## config.mk

```make
export PLATFORM = sky130hd
export DESIGN_NAME = ex_stg_flat
export DESIGN_NICKNAME = d
export VERILOG_FILES = /design/src/rtl/ex_stg_if.sv /design/src/rtl/ex_stg.sv /design/src/flat_wrapper.sv
export SDC_FILE = /design/constraint.sdc
export NUM_CORES = 1
export LEC_CHECK = 0
export ABC_CLOCK_PERIOD_IN_PS = 6900
export BUFFER_PORTS_ARGS = -buffer_cell sky130_fd_sc_hd__buf_2
export CELL_PAD_IN_SITES_DETAIL_PLACEMENT = 2
export CELL_PAD_IN_SITES_GLOBAL_PLACEMENT = 2
export CORE_MARGIN = 4
export CORE_UTILIZATION = 38
export DETAILED_ROUTE_END_ITERATION = 16
export GPL_ROUTABILITY_DRIVEN = 1
export MAX_ROUTING_LAYER = met4
export PLACE_DENSITY_LB_ADDON = 0.1
export RECOVER_POWER = 50
export SLEW_MARGIN = 20
export SYNTH_ARGS = -nofsm -noshare
export SYNTH_HDL_FRONTEND = slang
export SYNTH_SLANG_ARGS = --single-unit
```

## constraint.sdc

```tcl
create_clock -name clk -period 6.9 [get_ports clk]
set_clock_uncertainty 0.2 [all_clocks]
set_input_delay 0.345 -clock clk [delete_from_list [all_inputs] [get_ports clk]]
set_output_delay 0.345 -clock clk [all_outputs]
set_load 0.1 [all_outputs]
```

## src/rtl/ex_stg_if.sv

```systemverilog
// rtl/ex_stg_if.sv - EX stage bundle: instruction in, stall/flush control, EX/MEM register out
// Ports (all in the bundle):
//   upstream : valid_in, opcode_in[3:0], operand_a[7:0], operand_b[7:0], rd_in[2:0], ready_out
//   control  : stall_in, flush
//   EX/MEM   : valid_out, opcode_out[3:0], rd_out[2:0], alu_output[7:0], address_output[7:0],
//              store_data_output[7:0], we_output, zero_flag, carry_flag
//   EX_STG_FWD_EN only: fwd_data[7:0], fwd_sel_a, fwd_sel_b
// master = producer/consumer side (pipeline or bench), slave = the EX stage.
interface ex_stg_if;
    logic       valid_in;
    logic [3:0] opcode_in;
    logic [7:0] operand_a;
    logic [7:0] operand_b;
    logic [2:0] rd_in;
    logic       stall_in;
    logic       flush;
    logic       ready_out;
    logic       valid_out;
    logic [3:0] opcode_out;
    logic [2:0] rd_out;
    logic [7:0] alu_output;
    logic [7:0] address_output;
    logic [7:0] store_data_output;
    logic       we_output;
    logic       zero_flag;
    logic       carry_flag;
`ifdef EX_STG_FWD_EN
    logic [7:0] fwd_data;
    logic       fwd_sel_a;
    logic       fwd_sel_b;

    modport master (
        output valid_in, opcode_in, operand_a, operand_b, rd_in, stall_in, flush,
        output fwd_data, fwd_sel_a, fwd_sel_b,
        input  ready_out, valid_out, opcode_out, rd_out, alu_output, address_output,
        input  store_data_output, we_output, zero_flag, carry_flag
    );
    modport slave (
        input  valid_in, opcode_in, operand_a, operand_b, rd_in, stall_in, flush,
        input  fwd_data, fwd_sel_a, fwd_sel_b,
        output ready_out, valid_out, opcode_out, rd_out, alu_output, address_output,
        output store_data_output, we_output, zero_flag, carry_flag
    );
`else
    modport master (
        output valid_in, opcode_in, operand_a, operand_b, rd_in, stall_in, flush,
        input  ready_out, valid_out, opcode_out, rd_out, alu_output, address_output,
        input  store_data_output, we_output, zero_flag, carry_flag
    );
    modport slave (
        input  valid_in, opcode_in, operand_a, operand_b, rd_in, stall_in, flush,
        output ready_out, valid_out, opcode_out, rd_out, alu_output, address_output,
        output store_data_output, we_output, zero_flag, carry_flag
    );
`endif
endinterface

```

## src/rtl/ex_stg.sv

```systemverilog
// rtl/ex_stg.sv - execute stage: 8-bit ALU, iterative shift-add multiplier, EX/MEM register
// Ports:
//   clk  : system clock, rising edge
//   rst  : synchronous active-high reset
//   bus  : ex_stg_if.slave (instruction in, stall/flush, EX/MEM register and flags out)
// Optional feature: define EX_STG_FWD_EN to add operand forwarding (fwd_data, fwd_sel_a, fwd_sel_b).
module ex_stg (
    input logic   clk,
    input logic   rst,
    ex_stg_if.slave bus
);
    localparam logic [1:0] ST_IDLE = 2'd0;
    localparam logic [1:0] ST_MUL  = 2'd1;
    localparam logic [1:0] ST_HOLD = 2'd2;

    localparam logic [3:0] OP_ADD   = 4'h1;
    localparam logic [3:0] OP_SUB   = 4'h2;
    localparam logic [3:0] OP_AND   = 4'h3;
    localparam logic [3:0] OP_OR    = 4'h4;
    localparam logic [3:0] OP_XOR   = 4'h5;
    localparam logic [3:0] OP_NOT   = 4'h6;
    localparam logic [3:0] OP_MUL   = 4'h7;
    localparam logic [3:0] OP_SHL   = 4'h8;
    localparam logic [3:0] OP_SHR   = 4'h9;
    localparam logic [3:0] OP_MOV   = 4'hA;
    localparam logic [3:0] OP_LOAD  = 4'hD;
    localparam logic [3:0] OP_STORE = 4'hE;

    logic [1:0]  state;
    logic [2:0]  cnt;
    logic [7:0]  mul_a;
    logic [7:0]  mul_b;
    logic [2:0]  mul_rd;
    logic [15:0] mul_acc;

    logic        valid_q;
    logic [3:0]  opcode_q;
    logic [2:0]  rd_q;
    logic [7:0]  alu_q;
    logic [7:0]  addr_q;
    logic [7:0]  sd_q;
    logic        we_q;
    logic        zf_q;
    logic        cf_q;

    logic [7:0]  eff_a;
    logic [7:0]  eff_b;
    logic [8:0]  sum9;
    logic [7:0]  alu_res;
    logic        alu_carry;
    logic        flags_upd;
    logic [15:0] partial;
    logic [15:0] mul_next;
    logic [15:0] mul_prod;
    logic        ready;
    logic        accept;

`ifdef EX_STG_FWD_EN
    assign eff_a = bus.fwd_sel_a ? bus.fwd_data : bus.operand_a;
    assign eff_b = bus.fwd_sel_b ? bus.fwd_data : bus.operand_b;
`else
    assign eff_a = bus.operand_a;
    assign eff_b = bus.operand_b;
`endif

    assign sum9 = {1'b0, eff_a} + {1'b0, eff_b};

    always_comb begin
        alu_res   = 8'h00;
        alu_carry = 1'b0;
        flags_upd = 1'b0;
        case (bus.opcode_in)
            OP_ADD:   begin alu_res = sum9[7:0];      alu_carry = sum9[8];        flags_upd = 1'b1; end
            OP_SUB:   begin alu_res = eff_a - eff_b;  alu_carry = (eff_a < eff_b); flags_upd = 1'b1; end
            OP_AND:   begin alu_res = eff_a & eff_b;  flags_upd = 1'b1; end
            OP_OR:    begin alu_res = eff_a | eff_b;  flags_upd = 1'b1; end
            OP_XOR:   begin alu_res = eff_a ^ eff_b;  flags_upd = 1'b1; end
            OP_NOT:   begin alu_res = ~eff_a;         flags_upd = 1'b1; end
            OP_SHL:   begin alu_res = {eff_a[6:0], 1'b0}; alu_carry = eff_a[7]; flags_upd = 1'b1; end
            OP_SHR:   begin alu_res = {1'b0, eff_a[7:1]}; alu_carry = eff_a[0]; flags_upd = 1'b1; end
            OP_MOV:   alu_res = eff_b;
            // Memory ops pass the address through the result field as well.
            OP_LOAD:  alu_res = eff_b;
            OP_STORE: alu_res = eff_b;
            default:  alu_res = 8'h00;
        endcase
    end

    // One shift-add step: add A shifted by the current bit position of B.
    assign partial  = mul_b[cnt] ? ({8'h00, mul_a} << cnt) : 16'h0000;
    assign mul_next = mul_acc + partial;
    // In MUL the final step and the write share an edge; in HOLD the product is already complete.
    assign mul_prod = (state == ST_HOLD) ? mul_acc : mul_next;

    assign ready  = (state == ST_IDLE) && !bus.stall_in && !rst;
    assign accept = bus.valid_in && ready && !bus.flush;

    always_ff @(posedge clk) begin
        if (rst) begin
            state    <= ST_IDLE;
            cnt      <= 3'd0;
            mul_a    <= 8'h00;
            mul_b    <= 8'h00;
            mul_rd   <= 3'd0;
            mul_acc  <= 16'h0000;
            valid_q  <= 1'b0;
            opcode_q <= 4'h0;
            rd_q     <= 3'd0;
            alu_q    <= 8'h00;
            addr_q   <= 8'h00;
            sd_q     <= 8'h00;
            we_q     <= 1'b0;
            zf_q     <= 1'b0;
            cf_q     <= 1'b0;
        end else if (bus.flush) begin
            valid_q <= 1'b0;
            we_q    <= 1'b0;
            state   <= ST_IDLE;
            cnt     <= 3'd0;
        end else begin
            case (state)
                ST_IDLE: begin
                    if (!bus.stall_in) begin
                        if (accept && bus.opcode_in == OP_MUL) begin
                            state   <= ST_MUL;
                            mul_a   <= eff_a;
                            mul_b   <= eff_b;
                            mul_rd  <= bus.rd_in;
                            mul_acc <= 16'h0000;
                            cnt     <= 3'd0;
                            valid_q <= 1'b0;
                            we_q    <= 1'b0;
                        end else if (accept) begin
                            valid_q  <= 1'b1;
                            opcode_q <= bus.opcode_in;
                            rd_q     <= bus.rd_in;
                            alu_q    <= alu_res;
                            addr_q   <= eff_b;
                            sd_q     <= eff_a;
                            we_q     <= (bus.opcode_in == OP_STORE);
                            if (flags_upd) begin
                                zf_q <= (alu_res == 8'h00);
                                cf_q <= alu_carry;
                            end
                        end else begin
                            valid_q <= 1'b0;
                            we_q    <= 1'b0;
                        end
                    end
                end
                ST_MUL, ST_HOLD: begin
                    // The multiplier keeps stepping through a stall; only the write waits.
                    if (state == ST_MUL) begin
                        mul_acc <= mul_next;
                        cnt     <= cnt + 3'd1;
                    end
                    if ((state == ST_HOLD || cnt == 3'd7) && !bus.stall_in) begin
                        state    <= ST_IDLE;
                        cnt      <= 3'd0;
                        valid_q  <= 1'b1;
                        opcode_q <= OP_MUL;
                        rd_q     <= mul_rd;
                        alu_q    <= mul_prod[7:0];
                        addr_q   <= mul_b;
                        sd_q     <= mul_a;
                        we_q     <= 1'b0;
                        zf_q     <= (mul_prod[7:0] == 8'h00);
                        cf_q     <= (mul_prod[15:8] != 8'h00);
                    end else if (state == ST_MUL && cnt == 3'd7) begin
                        state <= ST_HOLD;
                    end else if (!bus.stall_in) begin
                        valid_q <= 1'b0;
                        we_q    <= 1'b0;
                    end
                end
                default: state <= ST_IDLE;
            endcase
        end
    end

    assign bus.ready_out         = ready;
    assign bus.valid_out         = valid_q;
    assign bus.opcode_out        = opcode_q;
    assign bus.rd_out            = rd_q;
    assign bus.alu_output        = alu_q;
    assign bus.address_output    = addr_q;
    assign bus.store_data_output = sd_q;
    assign bus.we_output         = we_q;
    assign bus.zero_flag         = zf_q;
    assign bus.carry_flag        = cf_q;
endmodule

```

## src/flat_wrapper.sv

```systemverilog
// flat-port wrapper written by rule: the top's interface ports become plain ports
module ex_stg_flat 
  (clk, rst, bus_valid_in, bus_opcode_in, bus_operand_a, bus_operand_b, bus_rd_in, bus_stall_in, bus_flush, bus_ready_out, bus_valid_out, bus_opcode_out, bus_rd_out, bus_alu_output, bus_address_output, bus_store_data_output, bus_we_output, bus_zero_flag, bus_carry_flag);
  ex_stg_if bus_i ();
  input logic clk;
  input logic rst;
  input wire logic [$bits(bus_i.valid_in)-1:0] bus_valid_in;
  input wire logic [$bits(bus_i.opcode_in)-1:0] bus_opcode_in;
  input wire logic [$bits(bus_i.operand_a)-1:0] bus_operand_a;
  input wire logic [$bits(bus_i.operand_b)-1:0] bus_operand_b;
  input wire logic [$bits(bus_i.rd_in)-1:0] bus_rd_in;
  input wire logic [$bits(bus_i.stall_in)-1:0] bus_stall_in;
  input wire logic [$bits(bus_i.flush)-1:0] bus_flush;
  output wire logic [$bits(bus_i.ready_out)-1:0] bus_ready_out;
  output wire logic [$bits(bus_i.valid_out)-1:0] bus_valid_out;
  output wire logic [$bits(bus_i.opcode_out)-1:0] bus_opcode_out;
  output wire logic [$bits(bus_i.rd_out)-1:0] bus_rd_out;
  output wire logic [$bits(bus_i.alu_output)-1:0] bus_alu_output;
  output wire logic [$bits(bus_i.address_output)-1:0] bus_address_output;
  output wire logic [$bits(bus_i.store_data_output)-1:0] bus_store_data_output;
  output wire logic [$bits(bus_i.we_output)-1:0] bus_we_output;
  output wire logic [$bits(bus_i.zero_flag)-1:0] bus_zero_flag;
  output wire logic [$bits(bus_i.carry_flag)-1:0] bus_carry_flag;
  assign bus_i.valid_in = bus_valid_in;
  assign bus_i.opcode_in = bus_opcode_in;
  assign bus_i.operand_a = bus_operand_a;
  assign bus_i.operand_b = bus_operand_b;
  assign bus_i.rd_in = bus_rd_in;
  assign bus_i.stall_in = bus_stall_in;
  assign bus_i.flush = bus_flush;
  assign bus_ready_out = bus_i.ready_out;
  assign bus_valid_out = bus_i.valid_out;
  assign bus_opcode_out = bus_i.opcode_out;
  assign bus_rd_out = bus_i.rd_out;
  assign bus_alu_output = bus_i.alu_output;
  assign bus_address_output = bus_i.address_output;
  assign bus_store_data_output = bus_i.store_data_output;
  assign bus_we_output = bus_i.we_output;
  assign bus_zero_flag = bus_i.zero_flag;
  assign bus_carry_flag = bus_i.carry_flag;
  ex_stg u_core (.clk(clk), .rst(rst), .bus(bus_i));
endmodule
```

After elaboration in Yosys (flattened, before gate mapping)
Cells that the tools add are included.
Widths: inputs -> output; s select.
{"block": "word_totals", "inputBits": 28, "ff_bits": 75, "out_inout_bits": 36, "elab_cells": 151}
{"block": "classes", "eq_ne": 26, "n_bitwise": 6, "muxes": 70, "n_reduce_logical": 27, "order_cmp": 2, "add_sub_neg": 4, "shift": 1}
{"cell": "$mux 8", "count": 12}
{"cell": "$mux 16", "count": 5}
{"cell": "$pmux 8 s9", "count": 1}
{"cell": "$pmux 8 s2", "count": 3}
{"cell": "$pmux 16 s2", "count": 1}
{"cell": "$mux 3", "count": 8}
{"cell": "$mux 1", "count": 22}
{"cell": "$eq 4x4->1 const B", "count": 5}
{"cell": "$add 16x16->16", "count": 1}
{"cell": "$eq 4x3->1 const B", "count": 4}
{"cell": "$logic_not 8->1", "count": 2}
{"cell": "$mux 4", "count": 4}
{"cell": "$shl 8x3->16", "count": 1}
{"cell": "$pmux 3 s2", "count": 2}
{"cell": "$reduce_and 4->1", "count": 3}
{"cell": "$add 8x8->9", "count": 1}
{"cell": "$and 8x8->8", "count": 1}
{"cell": "$eq 4x2->1 const B", "count": 2}
{"cell": "$lt 8x8->1", "count": 1}
{"cell": "$mux 2", "count": 4}
{"cell": "$ne 2x1->1 const B", "count": 4}
{"cell": "$not 8->8", "count": 1}
{"cell": "$or 8x8->8", "count": 1}
{"cell": "$pmux 1 s2", "count": 4}
{"cell": "29 further kinds", "count": 43}

Depth between registers and ports, before layout
Gate-level depths: netlist of run 1.
{"block": "depth", "word_depth": 9, "mapped_depth": 16, "depth_no_buf": 14}

Worst setup path after synthesis of run 1
OpenSTA, ideal clock, no wires.
{"block": "synth_path", "kind": "reg2reg", "from": "register u_core.cnt[0]", "to": "register u_core.cf_q (netlist: u_core.bus.carry_flag)", "slack_ps": 2684, "period_less_slack_ps": 4216, "required_ps": 6580, "t_arrival_ps": 3897, "stages_incl_launch_ff": 15, "path_cell_list": "dfxtp_1 -> clkbuf_1 -> mux4_2 -> nand2_1 -> and2_1 -> clkbuf_1 -> a21oi_1 -> ha_1 -> and3_1 -> a2111oi_4 -> a31oi_2 -> o22a_1 -> mux2i_1 -> or4_1 -> o31a_1"}
{"block": "synth_between", "elab_chain_cells": 8}
{"element": "start, declared", "line": "ex_stg.sv:30", "rtl": "logic [2:0] cnt;"}
{"element": "start signal, assigned", "line": "ex_stg.sv:155", "rtl": "cnt <= cnt + 3'd1;"}
{"element": "$bmux 1 s3", "line": "ex_stg.sv:90", "rtl": "assign partial = mul_b[cnt] ? ({8'h00, mul_a} << cnt) : 16'h0000;"}
{"element": "$mux 1 (not written as such)", "line": "ex_stg.sv:90"}
{"element": "$mux 16", "line": "ex_stg.sv:90"}
{"element": "$add 16x16->16", "line": "ex_stg.sv:91", "rtl": "assign mul_next = mul_acc + partial;"}
{"element": "$mux 16", "line": "ex_stg.sv:93", "rtl": "assign mul_prod = (state == ST_HOLD) ? mul_acc : mul_next;"}
{"element": "$reduce_bool 8->1", "line": "ex_stg.sv:168", "rtl": "cf_q <= (mul_prod[15:8] != 8'h00);"}
{"element": "$mux 1", "line": "ex_stg.sv:157", "rtl": "if ((state == ST_HOLD || cnt == 3'd7) && !bus.stall_in) begin"}
{"element": "$pmux 1 s2", "line": "ex_stg.sv:121", "rtl": "case (state)"}
{"element": "end signal, assigned", "line": "ex_stg.sv:143", "rtl": "cf_q <= alu_carry;"}
{"element": "end signal, assigned", "line": "ex_stg.sv:168"}
{"element": "end, declared", "line": "ex_stg.sv:44", "rtl": "logic cf_q;"}
Several ways; a longest one is shown, not always the timed one. The select of a mux whose other input is x is not followed.
A chain may end at the register's enable or synchronous reset.

Final worst setup path of run 1
Same ends and word-level chain as after synthesis.

==> flow_metrics.tcl, run 1 <==
set metrics [dict create \
    dieArea_um2 18100 \
    met2WireLength_um 11400 \
    layout-drive-gt1-share_pct 8.68 \
    drt_pre_antenna_iters 4 \
    finalInstanceArea_um2 6780 \
    ys_seq_area_share_pct 24.7 \
    post_cts_buffers 0 \
    cts_root_buf "clkbuf_16" \
    antenna_found_initial 0 \
    first_global_vias 6478 \
    criticalPathCategory "reg2reg" \
    synth_cell_types 73 \
    hold_depth 3 \
    setup_viol 0 \
    syn_area_per_cell_um2 7.74 \
    die_height_um 135 \
    setup_tns_ps 0 \
    whs_ps 53.2 \
    holdPathEnd "u_core.mul_rd[0]$_SDFFE_PP0P_" \
    top_layer "met4" \
    cts.sinks 75 \
    antenna_cells 0 \
    grt.total_usage_pct 27.2 \
    numCtsBuffers 9 \
    wl_per_cell_um 23.1 \
    vias_per_cell 5.99 \
    fill_cells 1868 \
    vdd_ir_drop_max_uv 126 \
    overflow 0 \
    finalCritPeriodShare_pct 69.7 \
    maxSlewHeadroom_pct 18.4 \
    status "completed" \
    synth_edf_count 0 \
    clockBufferDepth 2 \
    crit_fanout 20 \
    rsz0062_at_grt "false" \
    stdcell_count 1029 \
    cts_tree "yes" \
    power.density_nw_per_um2 167 \
    rr_worst_depth 12 \
    top_level_ports 64 \
    grt_pass1_wl_um 37400 \
    cts-hold-fix-buffers 0 \
    fin_ws_ps 2090 \
    fmax_mhz 208 \
    met3WireLength_um 1000 \
    ys_ff_latch 75 \
    synth.area.top_cells "dfxtp_1 (25%), ha_1 (9.3%), mux2i_1 (6.9%)" \
    r2r_start "u_core.cnt[0]$_SDFFE_PP0P_" \
    tightest_slew_ps 1230 \
    synthFlopType "dfxtp_1" \
    hp-class "in2reg" \
    async_flop_share_pct 0 \
    period_needed_ps 4810 \
    dpl.hpwl_um 17700 \
    ant_nets 0 \
    syn_nets 862 \
    maxCapViolations 0 \
    wl_met1_um 11000 \
    die_x_um 135 \
    place_area_um2 6510 \
    crit_path_start_kind "flop" \
    yosysTopAreaCellShare_pct 24.7 \
    core_um2 15400 \
    clkLatencyLatePin_ps 350 \
    gp_congestion 0.850 \
    htree_levels 3 \
    critical_path_arrival_ps 4840 \
    grt_max_degree 69 \
    drc 0 \
    finish.utilization_pct 44.0 \
    totalWireLength_um 23800 \
    syn_to_final_growth_pct 11.5 \
    dp_slack_ps 2150 \
    hold_viol_final 0 \
    syn-instance-count 786 \
    cp-end-kind "flop" \
    cts_resized 0 \
    yosysTopAreaCell "dfxtp_1" \
    synth_warnings 0 \
    hp-start "bus_rd_in[0]" \
    cts.clk_slew.worst_paths_ps 70 \
    crit_required_ps 6930 \
    total_power_mw 1.13 \
    vias 6164 \
    fp-row-count 45 \
    r2r_end "u_core.bus.carry_flag$_SDFFE_PP0P_" \
    drt_iter0_drc 365 \
    nets 889 \
    maxSlewViolCount 0 \
    power_leakage_nw 2.50 \
    dp_cells 1012 \
    reg2reg_slack_ps 2090 \
    portBuffers 63 \
    synth.cell_area_um2 6090 \
    initial_utilization_pct 39.4 \
]
metal layers:
layer  vias to the layer above  track usage, %
li1                       2910               -
met3                        27            3.32
met5                         -               -
met4                         0            7.30
met2                       117            44.5
met1                      3110            35.6
report_power, final:
group          internal [mW]  switching, mW
clock network          0.282          0.212
registers              0.437        0.00265
logic                 0.0592          0.139
synth_stat cells, types with 5 or more instances:
cell type	number
buf_2	10
nor2b_1	21
nor3_1	13
o211ai_1	6
nor2_1	82
nand3b_1	6
a22oi_1	13
o2111ai_1	5
o22ai_1	5
dfxtp_1	75
mux2i_1	42
a21oi_1	68
buf_1	5
nand2_1	83
inv_1	33
nor3b_1	9
a211o_1	5
ha_1	45
xnor2_1	8
a211oi_1	31
nand3_1	19
nand2b_1	14
or3_1	5
o21ai_0	23
and2_1	5
clkbuf_1	38
xor2_1	9
a31oi_1	5
a22o_1	5
o21a_1	6
a21o_1	6
cell families after synthesis:
kind of cell | Yosys count | share of synthesized area [%]
AND/OR/NAND/NOR | 285 | 22.8
flip-flops | 75 | 24.7
adder cells (fa/ha/maj) | 48 | 10.2
buffers and inverters | 87 | 5.57
multiplexers | 47 | 8.20
AO/OA/AOI/OAI | 227 | 26.1
XOR/XNOR | 17 | 2.45
how the worst max path moves through the flow:
stage                               start                            endpoint  slack [ps]  cells after the start
2_1_floorplan  u_core.cnt[0]$_SDFFE_PP0P_  u_core.bus.carry_flag$_SDFFE_PP0P_        2680                     14
4_1_cts        u_core.cnt[0]$_SDFFE_PP0P_  u_core.bus.carry_flag$_SDFFE_PP0P_        2130                     12
5_1_grt        u_core.cnt[0]$_SDFFE_PP0P_  u_core.bus.carry_flag$_SDFFE_PP0P_        1820                     12
3_5_place_dp   u_core.cnt[0]$_SDFFE_PP0P_  u_core.bus.carry_flag$_SDFFE_PP0P_        2150                     12
3_3_place_gp   u_core.cnt[0]$_SDFFE_PP0P_  u_core.bus.carry_flag$_SDFFE_PP0P_        2400                     12
6_report       u_core.cnt[0]$_SDFFE_PP0P_  u_core.bus.carry_flag$_SDFFE_PP0P_        2090                     12
flip-flops by register name, indices dropped and copies added (netlist names):
register and count:
u_core.bus.alu_output 8, u_core.mul_rd 3, u_core.bus.store_data_output 8, u_core.bus.address_output 8, u_core.bus.zero_flag 1, u_core.mul_b 8
u_core.bus.rd_out 3, u_core.cnt 3, u_core.bus.opcode_out 4, u_core.mul_a 8, u_core.state 2, u_core.bus.carry_flag 1
u_core.bus.we_output 1, u_core.bus.valid_out 1, u_core.mul_acc 16
cell type report:
| class | instances | area [µm²] | area share [%] |
|---|---|---|---|
| timing repair buffer | 69 | 328 | 4.83 |
| multi-input combinational | 624 | 4260 | 62.8 |
| inverter | 34 | 128 | 1.88 |
| clock inverter | 7 | 75.1 | 1.11 |
| tap | 211 | 264 | 3.89 |
| clock buffer | 9 | 225 | 3.32 |
| sequential | 75 | 1500 | 22.1 |
critical path, stage by stage (launching register included):
cell,delay [ps]
dfxtp_1,840
mux4_2,590
nand2_1,170
nor2_1,80
ha_1,240
fa_1,480
a211oi_1,320
nor2_1,120
a31oi_1,430
a211oi_1,190
xnor2_1,180
or4_1,540
o31a_1,310
layout by cell type (no fill, tap or decap), types with 6 or more instances in the layout:
cell,count
nand3b_1,6
nand3_1,19
o211ai_1,6
a21oi_1,68
mux2i_1,42
a22oi_1,13
clkbuf_16,9
ha_1,45
clkbuf_1,36
dfxtp_1,75
inv_1,33
xnor2_1,8
nor2b_1,22
nand2b_1,14
a211oi_1,31
xor2_1,9
nor3b_1,9
a21o_1,6
nand2_1,83
o21a_1,6
nor2_1,81
buf_2,27
o21ai_0,23
nor3_1,12
No activity file was read; power rests on OpenSTA's default activity.
==> inputs of run 2 (changes only) <==
--- a/config.mk
+++ b/config.mk
@@ -5,12 +5,12 @@
 export SDC_FILE = /design/constraint.sdc
 export NUM_CORES = 1
 export LEC_CHECK = 0
-export ABC_CLOCK_PERIOD_IN_PS = 6900
+export ABC_CLOCK_PERIOD_IN_PS = 4700
 export BUFFER_PORTS_ARGS = -buffer_cell sky130_fd_sc_hd__buf_2
 export CELL_PAD_IN_SITES_DETAIL_PLACEMENT = 2
 export CELL_PAD_IN_SITES_GLOBAL_PLACEMENT = 2
 export CORE_MARGIN = 4
-export CORE_UTILIZATION = 38
+export CORE_UTILIZATION = 35
 export DETAILED_ROUTE_END_ITERATION = 16
 export GPL_ROUTABILITY_DRIVEN = 1
 export MAX_ROUTING_LAYER = met4
==> constraint.sdc (replaced) <==
create_clock -name clk -period 4.7 [get_ports clk]
set_clock_uncertainty 0.2 [all_clocks]
set_input_delay 0.235 -clock clk [delete_from_list [all_inputs] [get_ports clk]]
set_output_delay 0.235 -clock clk [all_outputs]
set_load 0.1 [all_outputs]
==> run 2 against run 1 <==
Effect of this change:
- setup slack lost 1700 ps
- routed wire length rose by 1.6%
- maximum frequency grew 10%
- flip-flop and latch count is the same
- clock power increased by 49%
- sequential power increased by 47%
- via count decreased by 0.68%
- cell area up 1.1%
- core utilization shrank 3.2 points
- power up 49%
- largest cell class unchanged
==> flow_metrics.tcl, run 2 (same netlist as run 1, synthesis figures left out) <==
set metrics [dict create \
    status "completed" \
    crit_required_ps 4730 \
    cts_resized 0 \
    totalWireLength_um 24200 \
    clkLatencyLatePin_ps 340 \
    gp_congestion 0.882 \
    core_um2 16800 \
    hold_viol_final 0 \
    crit_path_start_kind "flop" \
    fill_cells 1969 \
    regMostFlops "u_core.mul_acc" \
    clock_power_share_pct 43.8 \
    nets 897 \
    cts.sinks 75 \
    initial_utilization_pct 36.2 \
    antenna_cells 0 \
    drt_iter0_drc 405 \
    share_comb_of_total_power_pct 17.8 \
    grt_max_degree 68 \
    numCtsBuffers 9 \
    power_leakage_nw 2.55 \
    maxCapViolations 0 \
    ant_nets 0 \
    syn_to_final_growth_pct 12.7 \
    vias 6122 \
    antenna_found_initial 0 \
    cp-end-kind "flop" \
    cts_tree "yes" \
    rsz0062_at_grt "false" \
    crit_fanout 5 \
    dieArea_um2 19600 \
    intPower_mw 1.16 \
    cts_root_buf "clkbuf_16" \
    setup_tns_ps 0 \
    layout-drive-gt1-share_pct 8.96 \
    fp-row-count 47 \
    fmax_mhz 230 \
    power.density_nw_per_um2 245 \
    tightest_slew_ps 1270 \
    fin_ws_ps 345 \
    cts.clk_slew.worst_paths_ps 70 \
    maxSlewViolCount 0 \
    dpl.hpwl_um 18200 \
    sw_frac_of_total_pct 30.8 \
    grt_pass1_wl_um 37800 \
    final_cell_mix "nand2_1 (83), nor2_1 (81), dfxtp_1 (75)" \
    setup_viol 0 \
    drt_pre_antenna_iters 5 \
    top_level_ports 64 \
    p_switching_mw 0.518 \
    grt.total_usage_pct 25.0 \
    whs_ps 23.1 \
    htree_levels 3 \
    dp_slack_ps 390 \
    vdd_ir_drop_max_uv 183 \
    die_x_um 140 \
    maxSlewHeadroom_pct 15.4 \
    criticalPathCategory "reg2reg" \
    die_height_um 140 \
    hp-class "in2reg" \
    critical_path_arrival_ps 4380 \
    overflow 0 \
    wl_per_cell_um 23.1 \
    period_needed_ps 4350 \
    first_global_vias 6464 \
    finish.utilization_pct 40.8 \
    final_common_cell "nand2_1" \
    largest_register_ffs 16 \
    drc 0 \
    seqPwrFrac_pct 38.3 \
    total_power_mw 1.68 \
    clockBufferDepth 2 \
    vias_per_cell 5.85 \
    finalCritPeriodShare_pct 92.7 \
    post_cts_buffers 0 \
    portBuffers 63 \
]
-- run 2: layout make-up --
| class | instances | area [µm²] | area share (%) |
|---|---|---|---|
| Sequential cell | 75 | 1500 | 21.9 |
| Inverter | 34 | 128 | 1.86 |
| Clock buffer | 10 | 239 | 3.49 |
| Multi-Input combinational cell | 624 | 4260 | 62.2 |
| Clock inverter | 6 | 72.6 | 1.06 |
| Tap cell | 220 | 275 | 4.01 |
| Timing Repair Buffer | 77 | 379 | 5.53 |
-- run 2: final timing paths --
path | start | end | slack (ps) | cells after the start
worst max-delay path | u_core.cnt[0]$_SDFFE_PP0P_ | u_core.bus.carry_flag$_SDFFE_PP0P_ | 350 | 12
worst min-delay path | bus_operand_b[6] | u_core.mul_b[6]$_SDFFE_PP0P_ | 20 | 3
worst max register to register | u_core.cnt[0]$_SDFFE_PP0P_ | u_core.bus.carry_flag$_SDFFE_PP0P_ | 350 | 12
worst min register to register | u_core.mul_rd[0]$_SDFFE_PP0P_ | u_core.mul_rd[0]$_SDFFE_PP0P_ | 260 | 2
-- run 2: what timing repair did --
| action | in CTS | in global routing |
|---|---|---|
| hold buffers | 4 | 0 |
| hold endpoints to repair | 4 | 0 |
| setup endpoints to repair | 0 | 0 |
-- run 2: worst max-delay path, stage by stage, from the launching register on --
cell,delay [ps]
dfxtp_1,460
mux4_2,560
nand2_1,170
nor2_1,90
ha_1,250
fa_1,470
a211oi_1,330
nor2_1,130
a31oi_1,430
nand2b_1,120
xor2_1,170
or4_1,560
o31a_1,310
-- run 2: metrics by stage --
| stage | cells | area (µm²) |
|---|---|---|
| 2_1_floorplan | 786 | 6090 |
| 3_3_place_gp | 1026 | 6560 |
| 3_5_place_dp | 1026 | 6560 |
| 4_1_cts | 1046 | 6910 |
| 5_1_grt | 1046 | 6860 |
| 6_report | 1046 | 6860 |
-- run 2: power by group through the flow --
stage	combinational (mW)	sequential, mW	clock [mW]
2_1_floorplan	0.159	0.697	0
3_3_place_gp	0.287	0.658	0
3_5_place_dp	0.295	0.659	0
4_1_cts	0.300	0.644	0.755
5_1_grt	0.324	0.645	0.787
6_report	0.299	0.645	0.737
-- run 2: routing by layer --
layer  GRT usage, %  part of all wire (%)
met3           3.36                   3.6
met2           40.8                    47
met1           33.6                    48
met5              -                     0
met4           4.59                   1.0
